==> src/rtl/rangefinder_sample_capture.sv <==
// Rangefinder acquisition front end: waits for a laser-fire trigger, skips a blanking
// window, then streams one decimated echo record into port 2 of the sample RAM.
module rangefinder_sample_capture #(
   parameter int unsigned DATA_W  = 8,
   parameter int unsigned ADDR_W  = 8,
   parameter int unsigned DEPTH   = 256,
   parameter int unsigned DECIM   = 1,
   parameter int unsigned TIMEOUT = 65535
) (
   input  logic              clk_i,
   input  logic              reset_n_i,
   input  logic              arm_i,
   input  logic              abort_i,
   input  logic              trig_i,
   input  logic [15:0]       holdoff_i,
   input  logic              adc_valid_i,
   input  logic [DATA_W-1:0] adc_data_i,
   output logic [ADDR_W-1:0] ram_address2_o,
   output logic              ram_chipselect2_o,
   output logic              ram_write2_o,
   output logic [DATA_W-1:0] ram_writedata2_o,
   output logic              busy_o,
   output logic              done_o,
   output logic              timeout_o,
   output logic              irq_o
);

   localparam int unsigned DCW = (DECIM > 1) ? $clog2(DECIM) : 1;
   localparam logic [DCW-1:0]    DecimLast = DCW'(DECIM - 1);
   localparam logic [ADDR_W-1:0] LastIdx   = ADDR_W'(DEPTH - 1);
   localparam logic [15:0]       TcntLast  = 16'((TIMEOUT == 0) ? 0 : TIMEOUT - 1);

   typedef enum logic [2:0] {
      StIdle,
      StWaitTrig,
      StHoldoff,
      StCapture,
      StDone
   } state_e;

   state_e            state_q;
   logic              trig_q;
   logic [15:0]       tcnt_q;
   logic [15:0]       hcnt_q;
   logic [DCW-1:0]    dcnt_q;
   logic [ADDR_W-1:0] index_q;
   logic [ADDR_W-1:0] addr_q;
   logic [DATA_W-1:0] wdata_q;
   logic              wr_q;
   logic              busy_q;
   logic              done_q;
   logic              timeout_q;
   logic              irq_q;
   logic              rise;

   assign rise = trig_i & ~trig_q;

   always_ff @(posedge clk_i) begin
      if (!reset_n_i) begin
         state_q   <= StIdle;
         trig_q    <= 1'b0;
         tcnt_q    <= '0;
         hcnt_q    <= '0;
         dcnt_q    <= '0;
         index_q   <= '0;
         addr_q    <= '0;
         wdata_q   <= '0;
         wr_q      <= 1'b0;
         busy_q    <= 1'b0;
         done_q    <= 1'b0;
         timeout_q <= 1'b0;
         irq_q     <= 1'b0;
      end else begin
         trig_q <= trig_i;
         irq_q  <= 1'b0;
         wr_q   <= 1'b0;
         if (abort_i) begin
            state_q   <= StIdle;
            busy_q    <= 1'b0;
            done_q    <= 1'b0;
            timeout_q <= 1'b0;
         end else begin
            case (state_q)
               StIdle, StDone: begin
                  if (arm_i) begin
                     state_q   <= StWaitTrig;
                     busy_q    <= 1'b1;
                     done_q    <= 1'b0;
                     timeout_q <= 1'b0;
                     index_q   <= '0;
                     tcnt_q    <= '0;
                  end
               end
               StWaitTrig: begin
                  if (rise) begin
                     dcnt_q <= '0;
                     if (holdoff_i != 16'd0) begin
                        state_q <= StHoldoff;
                        hcnt_q  <= holdoff_i;
                     end else begin
                        state_q <= StCapture;
                     end
                  end else if ((TIMEOUT != 0) && (tcnt_q == TcntLast)) begin
                     state_q   <= StIdle;
                     busy_q    <= 1'b0;
                     timeout_q <= 1'b1;
                     irq_q     <= 1'b1;
                  end else begin
                     tcnt_q <= tcnt_q + 16'd1;
                  end
               end
               StHoldoff: begin
                  // The beat that empties the blanking count is itself discarded.
                  if (adc_valid_i) begin
                     if (hcnt_q == 16'd1) begin
                        state_q <= StCapture;
                     end else begin
                        hcnt_q <= hcnt_q - 16'd1;
                     end
                  end
               end
               StCapture: begin
                  if (adc_valid_i) begin
                     dcnt_q <= (dcnt_q == DecimLast) ? '0 : dcnt_q + DCW'(1);
                     if (dcnt_q == '0) begin
                        wr_q    <= 1'b1;
                        addr_q  <= index_q;
                        wdata_q <= adc_data_i;
                        // Final write lands in the first DONE cycle; index stays at the top.
                        if (index_q == LastIdx) begin
                           state_q <= StDone;
                           busy_q  <= 1'b0;
                           done_q  <= 1'b1;
                           irq_q   <= 1'b1;
                        end else begin
                           index_q <= index_q + ADDR_W'(1);
                        end
                     end
                  end
               end
               default: state_q <= StIdle;
            endcase
         end
      end
   end

   assign ram_address2_o    = addr_q;
   assign ram_chipselect2_o = wr_q;
   assign ram_write2_o      = wr_q;
   assign ram_writedata2_o  = wdata_q;
   assign busy_o            = busy_q;
   assign done_o            = done_q;
   assign timeout_o         = timeout_q;
   assign irq_o             = irq_q;

endmodule
==> config.mk <==
export PLATFORM = sky130hd
export DESIGN_NAME = rangefinder_sample_capture
export DESIGN_NICKNAME = d
export VERILOG_FILES = /design/src/rtl/rangefinder_sample_capture.sv
export SDC_FILE = /design/constraint.sdc
export NUM_CORES = 1
export LEC_CHECK = 0
export ABC_AREA = 1
export BUFFER_PORTS_ARGS = -buffer_cell sky130_fd_sc_hd__buf_2
export CORE_UTILIZATION = 55
export CTS_CLUSTER_SIZE = 40
export DETAILED_ROUTE_END_ITERATION = 10
export HOLD_SLACK_MARGIN = 0.03
export PLACE_DENSITY = 0.77
export SYNTH_ARGS = -nofsm -noshare
export SYNTH_HDL_FRONTEND = slang
export SYNTH_SLANG_ARGS = --single-unit
==> constraint.sdc <==
create_clock -name clk_i -period 4.8 [get_ports clk_i]
set_input_delay 0.48 -clock clk_i [delete_from_list [all_inputs] [get_ports clk_i]]
set_output_delay 0.48 -clock clk_i [all_outputs]
set_load 0.02 [all_outputs]
## Word-level counts from Yosys, hierarchy flattened

Cells that the tools add are included.

- Bitwise gates (word level): 7
- Reductions and logical operators: 19
- Equality and inequality tests: 21
- Add/subtract/negate cells: 4
- Muxes and demuxes: 50

Operator list:

| operator | number |
|---|---|
| two-way mux 16 bit | 7 |
| one-hot mux 16 bit (2 select lines) | 2 |
| two-way mux 8 bit | 4 |
| inequality test 2 bit (second input constant) | 13 |
| two-way mux 3 bit | 8 |
| two-way mux 1 bit | 22 |
| adder 16 x 1 -> 16 bit (second input constant) | 1 |
| == test 16 x 1 -> 1 bit (second input constant) | 1 |
| == test 16 bit (second input constant) | 1 |
| one-hot mux 8 bit (2 select lines) | 1 |
| nonzero test 16 bit | 1 |
| subtractor 16 x 1 -> 16 bit (second input constant) | 1 |
| AND reduction 7 bit | 2 |
| one-hot mux 3 bit (4 select lines) | 1 |
| AND reduction 4 bit | 3 |
| AND reduction 6 bit | 2 |
| AND reduction 5 bit | 2 |
| adder 8 x 1 -> 8 bit (second input constant) | 1 |
| == test 8 bit (second input constant) | 1 |
| one-hot mux 1 bit (2 select lines) | 4 |
| nonzero test 2 bit | 4 |
| == test 3 x 2 -> 1 bit (second input constant) | 2 |
| NOT 1 bit | 6 |
| OR reduction 2 bit | 2 |
| 9 further kinds | 9 |

- Logic and storage cells: 114
- Output and inout port bits: 22
- Input port bits: 30
- Register bits: 66

## Depth between registers and ports, before layout

- Depth in word-level cells: 5
- Mapped depth: 13

## Worst setup path before layout

OpenSTA, ideal clock, no wires.

- Kind: in2reg
- Start: input trig_i
- End: register hcnt_q[10]
- Library setup time: 114 ps
- Buffers on the path: 1
- Cell stages on the path: 10
- Arrival time: 1395 ps
- Required time: 4686 ps
- Setup slack: 3292 ps
- Cells stage by stage: inv_1 > nor2_1 > inv_1 > nor2_8 > nand2_1 > nand2_2 > nand2_1 > buf_4 > a21oi_1 > nor2_1

- Word-level cells in the longest chain between the ends: 3

RTL lines:

| what | line | source |
|---|---|---|
| from (decl) | 14 | `input logic trig_i,` |
| AND 1 bit | 56 | `assign rise = trig_i & ~trig_q;` |
| inequality test 2 bit (no source line) | - |  |
| AND reduction 6 bit (no source line) | - |  |
| to (signal assigned) | 99 | `hcnt_q <= holdoff_i;` |
| to (signal assigned) | 118 | `hcnt_q <= hcnt_q - 16'd1;` |
| to (decl) | 44 | `logic [15:0] hcnt_q;` |

No other way between the ends.
A chain may end at the register's enable or synchronous reset.

## Worst setup path after layout

- Start: register state_q[0]
- End: register wdata_q[6], in the netlist ram_writedata2_o[6]

- Word-level cells in the longest chain between the ends: 2

RTL lines:

| what | line | source |
|---|---|---|
| from (decl) | 41 | `state_e state_q;` |
| from (signal assigned) | 60 | `state_q <= StIdle;` |
| from (signal assigned) | 78 | `state_q <= StIdle;` |
| from (signal assigned) | 86 | `state_q <= StWaitTrig;` |
| == test 3 x 2 -> 1 bit | 83 | `case (state_q)` |
| AND reduction 4 bit (no source line) | - |  |
| to (signal assigned) | 128 | `wdata_q <= adc_data_i;` |
| to (decl) | 48 | `logic [DATA_W-1:0] wdata_q;` |

No other way between the ends.

==> results.toml <==
[outcome]
status = "complete, no violations"

[timing]
setup_viol = 0
fin_crit_ns = 2.45
slew_violations = 0
slew_headroom_pct = 33.7
fmaxAchievable_ghz = 0.408
holdWs_ns = 0.339
hold_viol_final = 0
finClkSkew_ns = 0.00889
fin_crit_sh_pct = 51.0
tns_ns = 0
rsz0062_at_grt = "false"
worstMarginPinSlew_ns = 0.990

[yosys]
synth_area_um2 = 3980
synthArstFlopShare_pct = 0
synth-edff-count = 0
ys_top_cells_by_count = "nand2_1 (152), nor2_1 (138), dfxtp_1 (65), inv_1 (52), nand3_1 (42)"
avgSynthCellArea_um2 = 6.41
syn_inst = 621
ys_top_cells_by_area = "dfxtp_1 (33%), nand2_1 (14%), nor2_1 (13%), nand3_1 (5.3%), inv_1 (4.9%)"
synth.distinct_cells = 37
synth-seq-cells = 65
yosysMostFrequentCell = "nand2_1"
synth.top_cell.area_share_pct = 32.7
ys_seq_area_share_pct = 32.7
yosys_most_used_dff = "dfxtp_1"
syn-num-nets = 656
yosys.area.top_type = "dfxtp_1"
yosys_warnings = 0

[power_and_ir_drop]
share_comb_of_total_power_pct = 18.6
peakVddDrop_v = 0.000212
seqPwrFrac_pct = 42.2
p_int_mw = 0.928
clockPowerShare_pct = 39.2
powerDensity_nw_per_um2 = 301
p_switching_mw = 0.417
swShare_pct = 31.0
leakage_nw = 2.04

[clocking]
clockRootBuffer = "clkbuf_8"
hold_buffers = 0
ctsResizeCount = 0
tritoncts = "built"
cts_max_level = 3
worstSkewPairLatency_ns = 0.34
numCtsBuffers = 9
post_cts_buffers = 0
clk_pin_slew_ns = 0.07
cts_buffer_depth = 2
numClockSinks = 65

[layout]
fillers = 687
final_cells = 767
syn_to_final_growth_pct = 12.2
final_nets = 701
final_area_um2 = 4470
n_antenna_cell = 0
finalCoreUtilization_pct = 64.7
drive_gt1_share_pct = 18.3

[global_routing]
antenna_found_initial = 0
grt_pass1_wl_um = 16000
grt_max_degree = 33
grt_pass1_vias = 3604
track_usage_pct = 26.8
grt_remaining_overflow = 0

[worst_setup_path]
criticalPathCategory = "flip-flop to flip-flop"
cp-start-kind = "flip-flop"
crit_arrival_ns = 2.69
crit_fanout = 21
cp_data_required_time_ns = 5.04
crit_path_end_kind = "flip-flop"

[routing]
dr.pass1.iters = 5
vias = 4011
routed_wirelength_um = 9600
vias_per_cell = 5.23
wire_per_inst_um = 12.5
drtAntennaViolNets = 0
drtIter0Drc = 169
route.detailed.drc = 0

[floorplanning]
rows = 30
core-area_um2 = 6910
die_h_um = 87.1
die_area_um2 = 7580
die_w_um = 87.1
start_util_pct = 57.6
ios = 52

[flow_run]
maxCapViolations = 0

[min_path]
hold_class = "input port to flip-flop"

[placement]
dp.cells = 751
placed_area_um2 = 4240
dp_hpwl_um = 6990
finalWeightedCongestion = 0.888
port_buffers = 51
state kept, by name, indices dropped and copies added (netlist names):
| register | flops |
|---|---|
| trig_q | 1 |
| ram_writedata2_o | 8 |
| ram_address2_o | 8 |
| timeout_o | 1 |
| irq_o | 1 |
| busy_o | 1 |
| hcnt_q | 16 |
| ram_chipselect2_o | 1 |
| index_q | 8 |
| done_o | 1 |
| state_q | 3 |
| tcnt_q | 16 |
cells by family (layout without fill, tap and decap cells):
kind of cell	after synthesis	in the layout	share of synthesized area [%]
xor gates and xnor gates	11	11	2.42
AOI/OAI and AO/OA	74	74	10.2
DFF	65	65	32.7
adders and majority gates	5	5	1.57
buffers and inverters	75	125	8.55
and+or+nand+nor	391	391	44.6
cell type report:
class                           count  area, um^2  area share [%]
Sequential cell                    65        1300            29.1
Tap cell                           96         120            2.69
Clock buffer                        9         124            2.77
Multi-Input combinational cell    481        2340            52.4
Inverter                           58         225            5.04
Timing Repair Buffer               51         255            5.72
Clock inverter                      7         101            2.27
power by group through the flow:
stage | Sequential, mW | Clock [mW] | Combinational, mW
after global routing | 0.569 | 0.566 | 0.283
after detailed placement | 0.580 | 0 | 0.247
after floorplan | 0.578 | 0 | 0.196
final | 0.568 | 0.528 | 0.250
after global placement | 0.579 | 0 | 0.243
after CTS | 0.567 | 0.540 | 0.248
metrics by stage:
step | setup slack, ns | power (mW)
after floorplan | 3.29 | 0.774
after global placement | 2.43 | 0.822
after detailed placement | 2.36 | 0.827
after CTS | 2.35 | 1.36
after global routing | 2.06 | 1.42
final | 2.35 | 1.35
critical path, stage by stage (launching register included):
cell and delay (ns):
dfxtp_1 0.42, nand2_1 0.14, nor2_4 0.18, inv_2 0.12
nor3_2 0.76, inv_1 0.44, nor2_1 0.20, nor2_1 0.06
layer usage:
metal | GRT usage [%] | routed length, um | up-vias
met5 | 0 | 0 | -
met2 | 46.8 | 4660 | 109
li1 | - | - | 2059
met3 | 4.74 | 480 | 17
met4 | 8.33 | 127 | 0
met1 | 33.5 | 4340 | 1826
worst paths after layout:
check | slack, ns | cells after the start | endpoint | start
max | 2.35 | 7 | ram_writedata2_o[6]$_SDFFE_PN0P_ | state_q[0]$_SDFFE_PP0P_
min | 0.34 | 3 | trig_q$_SDFF_PN0_ | trig_i
max reg2reg | 2.35 | 7 | ram_writedata2_o[6]$_SDFFE_PN0P_ | state_q[0]$_SDFFE_PP0P_
min reg2reg | 0.48 | 2 | hcnt_q[1]$_SDFFE_PN0P_ | hcnt_q[1]$_SDFFE_PN0P_
cells in the final DEF (no fill, tap or decap):
master      Yosys  routed
xor2_1         10      10
nor2_8          1       1
inv_6           1       3
nand4_1        10      10
or2_2           3       3
nor3_2          1       1
nor3_1          3       3
inv_4           1       1
a22oi_1         1       1
nand3_2         5       5
ha_1            5       5
dfxtp_1        65      65
nor3_4          1       1
clkinv_4        0       1
inv_1          52      52
o21bai_1        1       1
clkbuf_8        0       9
buf_2           7      51
nand2_2        12      12
nor2_1        138     138
nor2_4          7       7
clkinvlp_4      0       2
nand2_4         4       4
nor3b_1         2       2
a31oi_1         1       1
nand2_1       152     152
inv_2           4       4
a211oi_1        1       1
nor3b_2         1       1
a21oi_2         7       7
bufinv_16       0       2
and2_1          1       1
o21ai_0        36      36
nor2_2          8       8
xnor2_1         1       1
a21oi_1        27      27
nand3_1        42      42
(Power assumes the default switching activity.)
